$ cat src/rtl/frame_buf_scheduler.sv
// frame_buf_scheduler: rotates four frame buffers between one writer and two
// readers. Ownership changes only on vsync rising edges; the writer never
// picks a buffer that either reader will own after this edge, nor the frame it
// just completed. Base addresses are registered from the next-state indices,
// so each base moves on the same clock edge as its index.
// Optional feature macro: FBS_DROP_CNT_EN enables the unread-frame drop
// counter. When it is undefined, drop_cnt is tied to zero.
module frame_buf_scheduler #(
    parameter int                   ADDR_BITS = 25,
    parameter logic [ADDR_BITS-1:0] BASE_0    = '0,
    parameter logic [ADDR_BITS-1:0] BASE_1    = '0,
    parameter logic [ADDR_BITS-1:0] BASE_2    = '0,
    parameter logic [ADDR_BITS-1:0] BASE_3    = '0
) (
    input  logic                 clk,
    input  logic                 rst,
    input  logic                 enable,
    input  logic                 write_vs,
    input  logic                 read_0_vs,
    input  logic                 read_1_vs,
    output logic [1:0]           write_idx,
    output logic [1:0]           read_0_idx,
    output logic [1:0]           read_1_idx,
    output logic [1:0]           latest_idx,
    output logic                 latest_valid,
    output logic [ADDR_BITS-1:0] write_base,
    output logic [ADDR_BITS-1:0] read_0_base,
    output logic [ADDR_BITS-1:0] read_1_base,
    output logic [15:0]          drop_cnt
);

    logic       write_vs_d, read_0_vs_d, read_1_vs_d;
    logic       write_edge, read_0_edge, read_1_edge;
    logic [1:0] write_nxt, read_0_nxt, read_1_nxt, latest_nxt;

    function automatic logic [ADDR_BITS-1:0] base_of(input logic [1:0] idx);
        case (idx)
            2'd0:    base_of = BASE_0;
            2'd1:    base_of = BASE_1;
            2'd2:    base_of = BASE_2;
            default: base_of = BASE_3;
        endcase
    endfunction

    // Edge detection and next-state ownership for all four indices.
    always_comb begin
        write_edge  = write_vs  & ~write_vs_d  & enable;
        read_0_edge = read_0_vs & ~read_0_vs_d & enable;
        read_1_edge = read_1_vs & ~read_1_vs_d & enable;

        // A write edge publishes the buffer the writer just finished.
        latest_nxt = write_edge ? write_idx : latest_idx;

        // Readers take the newest frame, including one completed this cycle.
        read_0_nxt = read_0_idx;
        if (read_0_edge && (latest_valid || write_edge)) begin
            read_0_nxt = latest_nxt;
        end
        read_1_nxt = read_1_idx;
        if (read_1_edge && (latest_valid || write_edge)) begin
            read_1_nxt = latest_nxt;
        end

        // Lowest index not held by the old writer frame or either reader's
        // next buffer; with four buffers and three owners one is always free.
        write_nxt = write_idx;
        if (write_edge) begin
            for (int i = 3; i >= 0; i--) begin
                if (2'(i) != write_idx && 2'(i) != read_0_nxt && 2'(i) != read_1_nxt) begin
                    write_nxt = 2'(i);
                end
            end
        end
    end

    // Ownership, latest-frame and base-address registers.
    always_ff @(posedge clk or posedge rst) begin
        if (rst) begin
            write_vs_d   <= 1'b0;
            read_0_vs_d  <= 1'b0;
            read_1_vs_d  <= 1'b0;
            write_idx    <= 2'd1;
            read_0_idx   <= 2'd0;
            read_1_idx   <= 2'd0;
            latest_idx   <= 2'd0;
            latest_valid <= 1'b0;
            write_base   <= BASE_1;
            read_0_base  <= BASE_0;
            read_1_base  <= BASE_0;
        end else begin
            // Delayed vsync tracks even while disabled, so re-enabling with
            // vsync already high does not fabricate an edge.
            write_vs_d  <= write_vs;
            read_0_vs_d <= read_0_vs;
            read_1_vs_d <= read_1_vs;
            write_idx   <= write_nxt;
            read_0_idx  <= read_0_nxt;
            read_1_idx  <= read_1_nxt;
            latest_idx  <= latest_nxt;
            if (write_edge) begin
                latest_valid <= 1'b1;
            end
            write_base  <= enable ? base_of(write_nxt)  : BASE_0;
            read_0_base <= enable ? base_of(read_0_nxt) : BASE_0;
            read_1_base <= enable ? base_of(read_1_nxt) : BASE_0;
        end
    end

`ifdef FBS_DROP_CNT_EN
    logic latest_unread;
    logic any_read_edge;

    assign any_read_edge = read_0_edge | read_1_edge;

    // Track whether the newest frame has been taken, and count frames that
    // were replaced before any reader picked them up.
    always_ff @(posedge clk or posedge rst) begin
        if (rst) begin
            latest_unread <= 1'b0;
            drop_cnt      <= 16'd0;
        end else if (write_edge) begin
            if (latest_unread && !any_read_edge && drop_cnt != 16'hFFFF) begin
                drop_cnt <= drop_cnt + 16'd1;
            end
            latest_unread <= ~any_read_edge;
        end else if (any_read_edge && latest_valid) begin
            latest_unread <= 1'b0;
        end
    end
`else
    assign drop_cnt = 16'd0;
`endif

endmodule

$ cat config.mk
export PLATFORM = sky130hd
export DESIGN_NAME = frame_buf_scheduler
export DESIGN_NICKNAME = d
export VERILOG_FILES = /design/src/rtl/frame_buf_scheduler.sv
export SDC_FILE = /design/constraint.sdc
export NUM_CORES = 1
export LEC_CHECK = 0
export CAP_MARGIN = 15
export CORE_UTILIZATION = 36
export CTS_CLUSTER_DIAMETER = 50
export DETAILED_ROUTE_END_ITERATION = 16
export GPL_TIMING_DRIVEN = 0
export MAX_ROUTING_LAYER = met4
export PLACE_DENSITY_LB_ADDON = 0.12
export RECOVER_POWER = 50
export SYNTH_ARGS = -nofsm -noshare
export SYNTH_HDL_FRONTEND = slang
export SYNTH_SLANG_ARGS = --single-unit
export TNS_END_PERCENT = 30
$ cat constraint.sdc
create_clock -name clk -period 4.8 [get_ports clk]
set_clock_uncertainty 0.1 [all_clocks]
set_input_delay 1.44 -clock clk [delete_from_list [all_inputs] [get_ports clk]]
set_output_delay 1.44 -clock clk [all_outputs]
set_load 0.03 [all_outputs]
# Word level (Yosys, flattened, before mapping)
# Index checks and enable logic that the tools add are counted.
# op_classes
eq_ne,9
muxes,7
bitwise_logic,9
reduce_logical,16
# ops
op,count
$mux W2,7
$ne A2 B2 Y1 const A,6
$logic_and A1 B1 Y1,10
$and A1 B1 Y1,6
$ne A1 B2 Y1 const A,3
$reduce_bool A2 Y1,3
$reduce_bool A4 Y1,1
$not A1 Y1,3
$reduce_and A2 Y1,1
$logic_or A1 B1 Y1,1
# word_totals
regBits,12
inputBits,6
word_cells,49

# Depth between registers and ports, before layout
# depth
ltp_word,13
ltp_mapped,9
ltp_nobuf,8

# Worst setup path before layout
# Ideal clock, no wire load.
# synth_timing
path_kind,input port to flip-flop
from,in enable
to,reg write_idx[0]
arrival_ns,2.809
required_time_ns,4.614
slack_ns,1.805
cell_stages,7
n_path_buf,0
cell_sequence,and3b_2 o21ai_0 a22oi_2 nand2_2 maj3_2 nor2b_1 o31ai_2
# synth_between
elab_chain_len,10
word_cells_on_any_way,30
classes_between,eq/ne (6); mux (6); bitwise (3); reduce/logical (15)
# synth_rtl
item,line,text
start: declaration,17,"input logic enable,"
$and A1 B1 Y1,47,write_edge = write_vs & ~write_vs_d & enable;
$logic_or A1 B1 Y1,"56, 60",
$logic_and A1 B1 Y1,56,if (read_0_edge && (latest_valid || write_edge)) begin
$mux W2,56,
$ne A2 B2 Y1,69,if (2'(i) != write_idx && 2'(i) != read_0_nxt && 2'(i) != read_1_nxt) begin
$logic_and A1 B1 Y1 (2 in series),69,
$mux W2 (3 in series),69,
end signal: assignment,96,write_idx <= write_nxt;
end: declaration,21,"output logic [1:0] write_idx,"
# Several ways; a longest one is shown, not always the timed one.
# A chain may end at the register's enable or synchronous reset.

# Worst setup path in the final report
# layout_timing
from,in write_vs
to,reg write_idx[0]
# layout_between
elab_chain_len,11
word_cells_on_any_way,29
classes_between,eq/ne (6); mux (6); bitwise (2); reduce/logical (15)
# layout_rtl
item,line,text
start: declaration,18,"input logic write_vs,"
$and A1 B1 Y1 * (2 in series),47,
$logic_or A1 B1 Y1,"56, 60",
$logic_and A1 B1 Y1,56,
$mux W2,56,
$ne A2 B2 Y1,69,
$logic_and A1 B1 Y1 (2 in series),69,
$mux W2 (3 in series),69,
# Mark *: on every way between the ends. The rest lies on a longest branch, timed or not.

==> results.md <==
* Num CTS Buffers at 3
* Largest net degree at the start of global routing at 13
* Crit-path max FO at 7
* GRT Util Overall at 11.7%
* Average cell area after synthesis at between 8 and 9 um2
* Prevailing post-synth register cell: dfrtp_1
* Starting Density at between 30 and 40%
* GRT overflow at 0
* CTS Sinks at 12
* # Max-Cap Violations at 0
* Area contributors post-synth: buf_4 (52%), dfrtp_1 (21%), dfstp_2 (2.0%)
* Netlist Area Pre-Place at around 1300 um2
* Via density at 3.20
* Sw Pwr at about 360 uW
* Fillcell total at 356
* Met2 Usage GRT at 19.2%
* GP Congestion at just over 0.7
* Max-slew violation count at 0
* Clock network fraction of design power at 14.9%
* CTS Hold Buffers Added at 0
* Required time of the critical path at ~4900 ps
* First-pass GRT wire length at between 3000 and 4000 um
* Fin crit share at between 70 and 80%
* CTS resizes at 0
* Combinational share of power at a little over three fifths
* Lkg Pwr at between 0.001 and 0.0015 uW
* Worst setup EP type: register
* Gate Count Post-Synth at approximately 150
* Sequential share of the synthesized area at between 20% and 30%
* Busiest grt layer: met2
* DRC viols at 0
* WL final at approximately 2200 um
* Setup_tns at 0 ps
* GRT met1 Usage at 10.9%
* Rows at 21
* Minimum clock period at roughly 3700 ps
* Post-synth ARST share at 100%
* Die width at 62.7 um
* Core footprint at about 3400 um2
* Port bufs at 14
* Via count at roughly 1,000
* # IOs at between 100 and 150
* Crit Path Class: in -> reg
* Reg2Reg Setup Slack at between 2000 and 3000 ps
* Clk_lat worst skew at around 250 ps
* Most common cell in the netlist: buf_4
* Netlist cell types at 34
* RSZ-0062 raised after global routing: no
* Area Overhead vs Synth at 44.0%
* Worst Path Arrival at roughly 3700 ps
* Synth warn at 0
* Detail Route Antenna Nets at 0
* H-tree levels at 1
* Status: complete, no violations
* Final-stage net count at roughly 270
* Switching part of the total power at a little under half
* Hpwl dp at 1790 um
* Ant. Diodes at 0
* Top cell type by total area after synthesis: buf_4
* Internal power at ~400 uW
* Clock Tree Buf Depth at 2
* Post CTS Setup Buffer Count at 0
* Vias in the first global route at approximately 740
* Layout cell share with drive strength beyond 1 at between 40% and 50%
* Worst hold path class: reg -> reg
* Fmax at between 200 and 300 MHz
* Final setup fails at 0
* DR iter-0 viols at 11
* Setup ws final at approximately 1100 ps
* Clock root cell: clkbuf_8
* Most frequent cells after synthesis: buf_4 (91), dfrtp_1 (11), nand2_1 (6), nor2_1 (5), a21oi_1 (3)
* Worst slack, placed at approximately 1200 ps
* Final Hold Fails at 0
* Total die area at about 4000 um2
* Post-synth EDFFs at 0
* Worst Setup Start Kind: input port
* Routed len/inst at between 7 and 8 um
* CTS tree: yes
* Flop pwr share at between 20% and 30%
* Initial antenna violation count at 0
* Cell area power density at 395 nW/um2
* First-pass iteration count of the detailed router at 4
* Share of the synthesized area in the top cell type at 51.6%
* M3 GR Usage at about 4.7%
* Worst-path clk slew at roughly 50 ps
* FF+latch count, synth at 12
* Die Ht at around 63 um
* Max VDD drop at about 0.26 mV
==> worst max-delay path, stage by stage <==
cell and delay (ps):
dlygate4sd3_1 570, nor2b_1 350, o21ai_0 190, a22oi_2 440, nand2_2 80, maj3_2 300
nor2b_1 140, o31ai_2 210
==> layout make-up <==
type                            count  area, um2  area share, %
Sequential cell                    12        302           15.8
Tap cell                           46       57.6           3.02
Buffer                             93        693           36.3
Timing Repair Buffer               14        140           7.34
Clock buffer                        4       55.1           2.89
Multi-Input combinational cell    134        646           33.8
Inverter                            4       15.0          0.787
==> layout by cell type (no fill, tap or decap) <==
cell type	n
a22o_1	2
xnor2_1	2
buf_4	91
mux2_2	1
a21oi_1	3
nor2b_1	2
a211oi_1	2
o21ai_1	1
and3b_2	1
a31oi_1	1
a22oi_2	1
dlygate4sd3_1	4
dfstp_2	1
maj3_2	1
clkbuf_8	4
clkdlybuf4s50_1	10
a22oi_4	1
nand3b_1	1
o31ai_1	1
nor2_1	5
buf_2	2
nand2_2	1
o31ai_2	1
nand2b_1	1
a22oi_1	1
o21ai_0	2
dfrtp_1	11
conb_1	91
inv_1	2
mux2i_1	1
nand2_1	6
o21ai_2	1
o32a_1	1
o22ai_1	2
and3b_1	1
inv_2	2
==> per-layer routing <==
metal  wire length [um]  part of all wire, %  vias to the layer above
li1                   -                    -                      529
met1                821                   38                      384
met2               1020                   47                       63
met3                266                   12                        5
met4                 60                  2.8                        0
met5                  0                    0                        -
==> sequential cells by signal (all words and copies together), names as in the netlist <==
signal / flops
read_0_vs_d: 1
latest_valid: 1
latest_idx: 2
write_idx: 2
read_0_idx: 2
write_vs_d: 1
read_1_vs_d: 1
read_1_idx: 2
==> kinds of logic after synthesis <==
logic type | count (synthesis) | share of synthesized area, %
AO/OA/AOI/OAI | 20 | 12.2
XOR/XNOR | 2 | 1.32
AND/OR/NAND/NOR | 18 | 7.56
buffers and inverters | 97 | 53.4
other | 1 | 0.283
adder cells (fa/ha/maj) | 1 | 0.850
flip-flops | 12 | 22.8
multiplexers | 2 | 1.61
==> per-stage QoR <==
step	instance area, um2	instances	total power (uW)	hold slack [ps]	utilization (%)
after floorplan	1660	243	538	490	-
after global placement	1860	303	636	401	54.1
after detailed placement	1860	303	638	409	54.1
after CTS	1920	307	755	422	55.7
after global routing	1910	307	800	428	55.4
final	1910	307	755	432	55.4
==> power by group through the flow <==
stage	Sequential [uW]	Combinational, uW	Clock (uW)
floorplan	224	315	0
global placement	165	471	0
detailed placement	167	471	0
CTS	166	476	114
global route	170	511	119
finish	165	477	113
==> final timing paths <==
path	endpoint	cells past startpoint	start
setup / recovery	write_idx[0]	8	write_vs
hold / removal	latest_idx[0]	2	latest_idx[0]
setup reg to reg	write_idx[0]	7	write_vs_d
hold reg to reg	latest_idx[0]	2	latest_idx[0]
max in group asynchronous	write_idx[0]	2	rst
min in group asynchronous	read_0_vs_d	2	rst
Power figures use the tool's default switching activity.
==> RTL change 1, RTL diff (same flow settings) <==
Add a define of `FBS_DROP_CNT_EN`.
--- a/src/rtl/frame_buf_scheduler.sv
+++ b/src/rtl/frame_buf_scheduler.sv
@@ -5,6 +5,8 @@
 // so each base moves on the same clock edge as its index.
 // Optional feature macro: FBS_DROP_CNT_EN enables the unread-frame drop
 // counter. When it is undefined, drop_cnt is tied to zero.
+`define FBS_DROP_CNT_EN
+
 module frame_buf_scheduler #(
     parameter int                   ADDR_BITS = 25,
     parameter logic [ADDR_BITS-1:0] BASE_0    = '0,
Function: changed (a bounded check fails within 4 cycles, from zero or initial values and one cycle with rst high).
==> RTL change 1 against the unedited design <==
Area after synthesis grew 55%; fmax shrank 4.4%; sequential cell count grew 17; largest cell class is now multi-input combinational cells; final area grew 45%; total power grew 40%; worst setup slack lost 0.17 ns; routed wire length grew 68%; non-clock buffer count grew 4.
==> RTL change 1: results (changes against the unedited design) <==
| Metric | Value |
|---|---|
| Status | completed |
| Wire length on met1 | 1.652 mm (+100%) |
| Hold_ws | 0.3879 ns (-0.04376 ns) |
| Hold EP | drop_cnt[9] |
| VDD IR max | 0.0002331 V (-8.9%) |
| Sequential share of the synthesized area | 0.3543 (+0.1267) |
| Hold Path Depth | 1 (-1) |
| Post-Synthesis Cells | 205 (+34%) |
| First-pass GRT wire length | 5.740 mm (+70%) |
| Non-filler cells, final | 389 (+27%) |
| Share of layout cells above drive strength 1 | 0.3060 (-0.1078) |
| Met3 wire length | 323 um (+21%) |
| Reg-to-Reg End | drop_cnt[15] |
| Global Route met3 Usage | 0.02588 (-0.02156) |
| Sw frac | 0.4159 (-0.05613) |
| Top post-synthesis cells by area | dfrtp_1, buf_4, xnor2_1, nand2_1, and3_1 |
| Total GRT Usage | 0.1267 (+0.01010) |
| HP Start | drop_cnt[9] |
| Post-Place Cells | 382 (+26%) |
| R2r setup slk | 2.30 ns (-0.26 ns) |
| H-tree Lvls | 2 (+1) |
| Number of DRC markers in iteration 0 | 55 (+44) |
| Worst skew pair latency | 0.28 ns (+0.03 ns) |
| Leak | 0.001475 uW (+28%) |
| Delay-heaviest family, CP | simple AND/OR/NAND/NOR gates |
| Place WS | 1.108 ns (-0.06064 ns) |
| Total CTS buffers | 5 (+2) |
| Worst path max stage delay | 0.61 ns (+0.04 ns) |
| Port bufs | 30 (+16) |
| Via density per instance | 3.758 (+18%) |
-- RTL change 1: cell types whose count changed after synthesis, moves of 3 or more --
cell / before / now
nand3_1: 0 / 4
dfrtp_1: 11 / 28
nand4_1: 0 / 3
and3_1: 0 / 6
xnor2_1: 2 / 15
buf_4: 91 / 76
inv_1: 2 / 7
xor2_1: 0 / 3
nand2_1: 6 / 11
-- RTL change 1: logic make-up (layout without fill, tap and decap cells) --
logic type / after synthesis / after routing / share of synthesized area
buf+inv: 88 / 126 / 0.3049
simple gates: 38 / 38 / 0.1122
flops: 29 / 29 / 0.3543
compound gates: 26 / 26 / 0.1207
xor+xnor: 18 / 18 / 0.07683
mux: 4 / 4 / 0.02317
fa+ha+maj: 1 / 1 / 0.006097
other cells: 1 / 75 / 0.001828
-- RTL change 1: worst max path at each step --
stage / from / end / slack, ns / cells past startpoint
after floorplan: enable / drop_cnt[7] / 1.93 / 8
after global placement: write_vs / drop_cnt[7] / 1.14 / 9
after detailed placement: write_vs / write_idx[1] / 1.11 / 8
after CTS: write_vs / write_idx[1] / 1.41 / 8
after global routing: write_vs / drop_cnt[15] / 0.80 / 9
final: write_vs / drop_cnt[15] / 0.97 / 9
-- RTL change 1: area by class of cell --
cell class | count | area (um2)
multi-input cells | 162 | 927.1
well taps | 72 | 90.09
inverters | 8 | 30.03
clock buffers | 7 | 86.33
fillers | 556 | 2746
repair buffers | 31 | 304.0
plain buffers | 80 | 595.6
flip-flops and latches | 29 | 726.9
-- RTL change 1: power groups by stage --
stage,clock network [uW],registers [uW],logic (uW)
detailed placement,0,329,549
global route,216,328,575
CTS,208,325,550
finish,202,322,533
floorplan,0,404,339
global placement,0,328,540
==> RTL change 2, RTL diff (same flow settings) <==
Made on the original files. Add an input register stage for `enable`, `write_vs`, `read_0_vs` and `read_1_vs`, cleared by the reset; this delays them by one clock.
--- a/src/rtl/frame_buf_scheduler.sv
+++ b/src/rtl/frame_buf_scheduler.sv
@@ -29,6 +29,25 @@
     output logic [15:0]          drop_cnt
 );
 
+    logic enable_q;
+    logic write_vs_q;
+    logic read_0_vs_q;
+    logic read_1_vs_q;
+
+    always_ff @(posedge clk or posedge rst) begin
+        if (rst) begin
+            enable_q    <= '0;
+            write_vs_q  <= '0;
+            read_0_vs_q <= '0;
+            read_1_vs_q <= '0;
+        end else begin
+            enable_q    <= enable;
+            write_vs_q  <= write_vs;
+            read_0_vs_q <= read_0_vs;
+            read_1_vs_q <= read_1_vs;
+        end
+    end
+
     logic       write_vs_d, read_0_vs_d, read_1_vs_d;
     logic       write_edge, read_0_edge, read_1_edge;
     logic [1:0] write_nxt, read_0_nxt, read_1_nxt, latest_nxt;
@@ -44,9 +63,9 @@
 
     // Edge detection and next-state ownership for all four indices.
     always_comb begin
-        write_edge  = write_vs  & ~write_vs_d  & enable;
-        read_0_edge = read_0_vs & ~read_0_vs_d & enable;
-        read_1_edge = read_1_vs & ~read_1_vs_d & enable;
+        write_edge  = write_vs_q & ~write_vs_d  & enable_q;
+        read_0_edge = read_0_vs_q & ~read_0_vs_d & enable_q;
+        read_1_edge = read_1_vs_q & ~read_1_vs_d & enable_q;
 
         // A write edge publishes the buffer the writer just finished.
         latest_nxt = write_edge ? write_idx : latest_idx;
@@ -90,9 +109,9 @@
         end else begin
             // Delayed vsync tracks even while disabled, so re-enabling with
             // vsync already high does not fabricate an edge.
-            write_vs_d  <= write_vs;
-            read_0_vs_d <= read_0_vs;
-            read_1_vs_d <= read_1_vs;
+            write_vs_d  <= write_vs_q;
+            read_0_vs_d <= read_0_vs_q;
+            read_1_vs_d <= read_1_vs_q;
             write_idx   <= write_nxt;
             read_0_idx  <= read_0_nxt;
             read_1_idx  <= read_1_nxt;
@@ -100,9 +119,9 @@
             if (write_edge) begin
                 latest_valid <= 1'b1;
             end
-            write_base  <= enable ? base_of(write_nxt)  : BASE_0;
-            read_0_base <= enable ? base_of(read_0_nxt) : BASE_0;
-            read_1_base <= enable ? base_of(read_1_nxt) : BASE_0;
+            write_base  <= enable_q ? base_of(write_nxt)  : BASE_0;
+            read_0_base <= enable_q ? base_of(read_0_nxt) : BASE_0;
+            read_1_base <= enable_q ? base_of(read_1_nxt) : BASE_0;
         end
     end
 
Formal check against the unedited RTL: not equivalent (a bounded check fails within 4 cycles, from zero or initial values and one cycle with rst high).
==> RTL change 2 against the unedited design <==
Final area grew 4.4%; first-iteration DRC count grew 36%; worst setup slack gained 0.55 ns; fmax grew 18%; register-to-register slack lost 0.19 ns; total power grew 3.7%; count of clock-buffer cells in the layout is the same; sequential share of layout area grew 4.4 points; sequential cell count grew 4; routed wire length shrank 0.74%; area after synthesis grew 7.6%; global-route usage shrank 1.3 points; largest cell class unchanged; largest power group unchanged; highest routed layer unchanged.
==> RTL change 2: results (changes against the unedited design) <==
| Metric | Value |
|---|---|
| Share of layout cells above drive strength 1 | 0.4000 (-0.01379) |
| Ys async rst share | 1.000 (unchanged) |
| Hold EP | read_0_vs_d |
| CP Data Arrival Time | 1.56 ns (-2.16 ns) |
| GP Congestion | 0.7015 (-0.47%) |
| Most instantiated cells after synthesis | buf_4, dfrtp_1, nand2_1 |
| Total CTS buffers | 3 (unchanged) |
| Global Route met3 Usage | 0.03697 (-0.01047) |
| Pin count of the biggest net entering global routing | 17 (+4) |
| Met1 Use GR | 0.1293 (+0.02081) |
| Clk slew on worst S/H paths | 0.06 ns |
| Worst path max stage delay | 0.70 ns (+0.13 ns) |
| Reg2reg start | write_vs_q |
| Setup Buffers After CTS | 0 (unchanged) |
| Sequential share of the synthesized area | 0.2818 (+0.05425) |
| Clock Tree Buf Depth | 2 (unchanged) |
| Total GRT Usage | 0.1040 (-0.01253) |
| Root buffer cell | clkbuf_8 |
| Vias | 998 (+1.7%) |
| R2R depth | 7 (unchanged) |
| HP Start | read_0_vs_q |
| Port bufs | 14 (unchanged) |
| VDD IR max | 0.0002331 V (-8.9%) |
| Initial antenna violation count | 0 (unchanged) |
| Yosys warning count | 0 (unchanged) |
| DP HPWL | 1.824 mm (+1.7%) |
| Main synth FF type | dfrtp_1 |
| Worst path slowest cell | clkdlybuf4s50_1 |
| Crit-path max FO | 8 (+1) |
| Hold Path Depth | 0 (-2) |
| R2r setup slk | 2.37 ns (-0.19 ns) |
| First-pass GRT wire length | 3.291 mm (-2.7%) |
| Placed cell area | 1963 um2 (+5.5%) |
| Total Wirelength | 2.149 mm (-0.74%) |
| Met2 Use GR | 0.1445 (-0.04704) |
| Number of DRC markers in iteration 0 | 15 (+4) |
| Slew HR | 0.5267 |
| Status | completed |
| Top post-synthesis cells by area | buf_4, dfrtp_1, dfstp_2, nand2_1, a22oi_4 |
| Min-delay worst type | register to register |
| Vias in the first global route | 748 (+0.81%) |
| Leak | 0.001196 uW (+3.7%) |
| Final #Nets | 272 (+1.5%) |
| Worst skew pair latency | 0.25 ns (about the same) |
| Post-synth cell types | 34 (unchanged) |
| Delay-heaviest family, CP | buffers and inverters |
| Hold_ws | 0.2685 ns (-0.1631 ns) |
## RTL change 2: cell count changes after synthesis
cell and change:
dfrtp_1 +4
## RTL change 2: area by class of cell
type	instances	area [um2]
fill	407	1724
inverter	4	15.01
sequential	16	401.6
buffer	93	693.2
multi-input combinational	134	626.9
timing repair buffer	14	140.1
tap	48	60.06
clock buffer	4	55.05
## RTL change 2: logic make-up (layout without fill, tap and decap cells)
kind of cell             count (synthesis)  after routing  synth area share
AO/OA/AOI/OAI                           20             20            0.1133
adder cells (fa/ha/maj)                  1              1          0.007901
XOR/XNOR                                 2              2           0.01229
AND/OR/NAND/NOR                         18             18           0.07025
other                                    1             91          0.002631
flip-flops                              16             16            0.2818
multiplexers                             2              2           0.01493
buffers and inverters                   97            115            0.4969
## RTL change 2: power by group
group	switching [uW]	leakage (uW)	internal (uW)	total, uW
clock network	46.3	0.0000288	72.8	119
logic	281	0.000978	184	465
registers	26.9	0.000189	172	198
total	354	0.00120	428	782
## RTL change 2: through the flow
stage,cells,util,setup slack (ns)
3_5_place_dp,309,0.5283,1.968
5_1_grt,313,0.5360,1.660
6_report,313,0.5360,1.695
3_3_place_gp,309,0.5283,1.974
4_1_cts,313,0.5431,1.679
2_1_floorplan,247,-,2.604
## RTL change 2: how the worst max path moves through the flow
stage                            start      endpoint  slack, ns  cells after the start
after global placement    write_idx[0]  write_idx[0]       1.97                      1
after detailed placement  write_idx[0]  write_idx[0]       1.97                      1
after CTS                 write_idx[0]  write_idx[0]       1.68                      1
after floorplan           write_idx[0]  write_idx[0]       2.60                      0
after global routing      write_idx[0]  write_idx[0]       1.66                      1
final                     write_idx[0]  write_idx[0]       1.70                      1
## RTL change 2: routing by layer
layer	vias to the layer above	part of all wire
met5	-	0
met4	0	0.021
met3	5	0.16
met2	68	0.43
met1	383	0.39
li1	542	-
